## src/rtl/accumulator_feed_fifo.sv

```systemverilog
// Small FIFO feeding a free-running accumulator: at most one sample issued per clock,
// and out_data is held at zero whenever nothing is issued so the running sum is untouched.
module accumulator_feed_fifo #(
  parameter int unsigned WIDTH  = 16,
  parameter int unsigned DEPTH  = 4,
  parameter int unsigned ADDR_W = 2
) (
  input  logic              clk,
  input  logic              reset,
  input  logic [WIDTH-1:0]  in_data,
  input  logic              in_valid,
  output logic              in_ready,
  input  logic              run,
  output logic [WIDTH-1:0]  out_data,
  output logic              out_valid,
  output logic [ADDR_W:0]   count,
  output logic              full,
  output logic              empty
);

  localparam int unsigned CNT_W = ADDR_W + 1;

  logic [WIDTH-1:0]  mem_q [DEPTH];
  logic [WIDTH-1:0]  mem_d [DEPTH];
  logic [ADDR_W-1:0] wr_ptr_q, wr_ptr_d;
  logic [ADDR_W-1:0] rd_ptr_q, rd_ptr_d;
  logic [CNT_W-1:0]  count_q, count_d;
  logic [WIDTH-1:0]  out_data_q, out_data_d;
  logic              out_valid_q, out_valid_d;
  logic              push, pop;

  // Status flags derive from the current occupancy only.
  assign full     = (count_q == CNT_W'(DEPTH));
  assign empty    = (count_q == '0);
  assign in_ready = ~full;
  assign count    = count_q;
  assign out_data = out_data_q;
  assign out_valid = out_valid_q;

  assign push = in_valid & ~full;
  assign pop  = run & ~empty;

  always_comb begin
    mem_d       = mem_q;
    wr_ptr_d    = wr_ptr_q;
    rd_ptr_d    = rd_ptr_q;
    count_d     = count_q + CNT_W'(push) - CNT_W'(pop);
    out_data_d  = '0;
    out_valid_d = 1'b0;
    if (push) begin
      mem_d[wr_ptr_q] = in_data;
      wr_ptr_d        = wr_ptr_q + ADDR_W'(1);
    end
    // Issue reads the entry present before this edge, so a fresh push is never bypassed.
    if (pop) begin
      out_data_d  = mem_q[rd_ptr_q];
      out_valid_d = 1'b1;
      rd_ptr_d    = rd_ptr_q + ADDR_W'(1);
    end
  end

  always_ff @(posedge clk) begin
    if (reset) begin
      wr_ptr_q    <= '0;
      rd_ptr_q    <= '0;
      count_q     <= '0;
      out_data_q  <= '0;
      out_valid_q <= 1'b0;
    end else begin
      wr_ptr_q    <= wr_ptr_d;
      rd_ptr_q    <= rd_ptr_d;
      count_q     <= count_d;
      out_data_q  <= out_data_d;
      out_valid_q <= out_valid_d;
    end
  end

  // Storage needs no reset; pointers and count define which entries are live.
  always_ff @(posedge clk) begin
    mem_q <= mem_d;
  end

endmodule

```

## config.mk

```make
export PLATFORM = sky130hd
export DESIGN_NAME = accumulator_feed_fifo
export DESIGN_NICKNAME = d
export VERILOG_FILES = /design/src/rtl/accumulator_feed_fifo.sv
export SDC_FILE = /design/constraint.sdc
export NUM_CORES = 1
export LEC_CHECK = 0
export BUFFER_PORTS_ARGS = -buffer_cell sky130_fd_sc_hd__buf_4
export CAP_MARGIN = 20
export CELL_PAD_IN_SITES_DETAIL_PLACEMENT = 0
export CELL_PAD_IN_SITES_GLOBAL_PLACEMENT = 1
export CORE_ASPECT_RATIO = 1.4
export CORE_MARGIN = 8
export CORE_UTILIZATION = 52
export DETAILED_ROUTE_END_ITERATION = 8
export GPL_TIMING_DRIVEN = 0
export PLACE_DENSITY = 0.88
export SYNTH_ARGS = -nofsm -noshare
export SYNTH_HDL_FRONTEND = slang
export SYNTH_SLANG_ARGS = --single-unit
```

## constraint.sdc

```tcl
create_clock -name clk -period 3.6 [get_ports clk]
set_input_delay 0.36 -clock clk [delete_from_list [all_inputs] [get_ports clk]]
set_output_delay 0.36 -clock clk [all_outputs]
set_load 0.005 [all_outputs]
```

==> flow_summary.yaml <==
place:
  gp_congestion: 0.680
  place_inst: 280
  port_buffers: 41
  placed_cell_area_um2: 3630
  dp_hpwl_um: 3280
hold_path:
  holdCritStartpoint: "in_data[3]"
  min_path_cells: 1
  hold_end: "mem_q[35]"
  hold_path_class: "in -> reg"
clock_network:
  clk_pin_slew_ns: 0.08
  htreeDepth: 3
  clk_path_buf_depth: 2
  cts_tree: "done"
  cts-root-buf: "clkbuf_8"
  cts_hold_buf: 0
  numCtsBuffers: 9
  clkLatencyLatePin_ns: 0.35
  cts.repair.resized: 0
  numClockSinks: 88
  cts_setup_buffers: 0
route:
  drt_first_pass_iters: 4
  vias: 1527
  ant_nets: 0
  drc: 0
  avgViaCountPerCell: 5.16
  drt-initial-drc-count: 127
  routedWlPerCell_um: 16.6
  wirelength_um: 4910
sta:
  slew_violations: 0
  tightest_slew_ns: 0.871
  final.setup.tns_ns: 0
  min_period_ns: 2.18
  max_clock_freq_ghz: 0.459
  finClkSkew_ns: 0.0102
  period_share: 0.605
  whs_ns: 0.205
  hold_viol: 0
  relSlewSlack: 0.419
  rsz0062_at_grt: "no"
  setup_viol: 0
logic_synthesis:
  mappedNetlistArea_um2: 3230
  ys_warn_count: 0
  synth.net_count: 193
  ys_seq_elements: 88
  syn_inst: 167
  syn_avg_cell_area_um2: 19.3
  ys_types: 30
  yosysSeqAreaShare: 0.744
final_layout:
  register_area_um2: 2400
  multi_input_area_um2: 751
  antenna_cells: 0
  fillerInstances: 462
  utilization: 0.632
  finalNetCount: 245
  finalNonFillerCells: 296
  drive_above_1_share: 0.375
  syn2layout_area_growth_pct: 19.9
  final_area_um2: 3870
setup_path:
  path_class: "reg -> reg"
  required_ns: 3.83
  critPathLaunchType: "register"
  cp_slowest_cell: "dfxtp_1"
  crit_chain: "nor2_1 > nand2_1 > inv_2 > nor2_2 > xnor2_1 > ha_1 > fa_1 > xnor2_1 > xnor2_1 > nor2_1"
  cp_max_fo: 7
  worst-r2r-setup-slack_ns: 1.42
  reg2reg_to: "count[2]"
  cpMostUsedCell: "xnor2_1"
  worstPathArrival_ns: 2.41
  end_kind: "register"
  r2r_start: "count[1]"
  critPathMaxStageDelay_ns: 0.51
  rr_worst_depth: 10
global_route:
  track_usage: 0.120
  grt_overflow: 0
  use_met3: 0.0380
  grt_busiest_layer: "met2"
  grt_pass1_vias: 1589
  grt_pass1_wl_um: 7670
  antenna_found_initial: 0
  grt_start_max_net_pins: 17
  use_met1: 0.124
  grt_use_met2: 0.203
job:
  maxCapViolCount: 0
power:
  ir_drop_v: 0.000410
  p_leak_nw: 1.42
  cellPowerDensity_nw_per_um2: 676
die:
  die_y_um: 109
  rows: 34
  die_w_um: 82.6
  coreArea_um2: 6130
  pin_count: 43
  start_util: 0.527
  die-area_um2: 9020
run_status:
  outcome: "completed"
routing by layer:
layer,wire length (µm),vias to the layer above
li1,-,723
met1,1920,755
met2,2560,39
met3,304,10
met4,125,0
met5,0,-
metrics by stage:
step	power (mW)	setup WS (ns)
final	2.62	1.42
after global routing	2.74	1.21
after CTS	2.65	1.40
after detailed placement	1.85	1.44
after global placement	1.83	1.45
after floorplan	1.66	1.60
state kept, by name, summed over array words and instances (netlist names):
register,count
count,3
out_valid,1
mem_q,64
wr_ptr_q,2
out_data,16
rd_ptr_q,2
worst max path at each step:
stage	end	start	slack, ns	cells after the start
floorplan	count[2]	count[1]	1.60	10
global placement	count[2]	count[1]	1.45	10
detailed placement	count[2]	count[1]	1.44	10
CTS	count[2]	count[1]	1.40	10
global route	count[2]	count[1]	1.21	10
finish	count[2]	count[1]	1.42	10
worst max-delay path: cells and delay by family, from the launching register on:
family        cells  cell delay (ns)
fa+ha+maj         2             0.58
buf+inv           1             0.06
flops             1             0.51
simple gates      4             0.47
xor+xnor          3             0.46
Yosys cell counts (all sizes together):
library cell  count  area (µm²)
a21oi             1        5.00
and2              4        25.0
and2b             4        30.0
buf               6        48.8
clkbuf            1        3.75
dfxtp            24         480
edfxtp           64        1920
fa                1        20.0
ha                5        62.6
inv               6        22.5
mux2i             1        10.0
mux4             16         360
nand2             1        3.75
nand2b            2        12.5
nor2              5        21.3
nor2b            14        97.6
nor3              1        5.00
o21ai             1        5.00
o311ai            1        8.76
o31ai             1        21.3
or2               2        12.5
or3               1        6.26
xnor2             3        26.3
xor2              2        17.5
where the power goes:
| group | leakage, nW | internal (mW) | total, mW | switching [mW] |
|---|---|---|---|---|
| Combinational | 0.513 | 0.319 | 0.550 | 0.231 |
| Clock | 0.124 | 0.480 | 0.802 | 0.322 |
| Sequential | 0.782 | 1.21 | 1.27 | 0.0522 |
| Total | 1.42 | 2.01 | 2.62 | 0.606 |
cells in the final DEF, fill, tap and decap left out, types with 2 or more instances in the layout:
cell,instances
and2_1,4
and2b_1,4
buf_2,3
buf_4,41
buf_6,3
bufinv_16,3
clkbuf_1,2
clkbuf_8,10
dfxtp_1,24
edfxtp_1,64
ha_1,5
inv_1,5
mux4_2,16
nand2b_1,2
nor2_1,4
nor2b_1,12
xnor2_1,3
xor2_1,2
layout make-up:
cell class / instances / area share
flip-flops and latches: 88 / 0.621
multi-input cells: 66 / 0.194
repair buffers: 41 / 0.0795
clock buffers: 11 / 0.0365
clock inverters: 5 / 0.0268
well taps: 72 / 0.0233
plain buffers: 7 / 0.0136
inverters: 6 / 0.00582
cells by family after synthesis:
| logic type | synth area share |
|---|---|
| and+or+nand+nor | 0.0663 |
| buffers and inverters | 0.0233 |
| adders and majority gates | 0.0256 |
| DFF | 0.744 |
| xor gates and xnor gates | 0.0136 |
| AOI/OAI and AO/OA | 0.0124 |
| muxes | 0.115 |
Note: power is estimated with default switching activity, not from simulation.
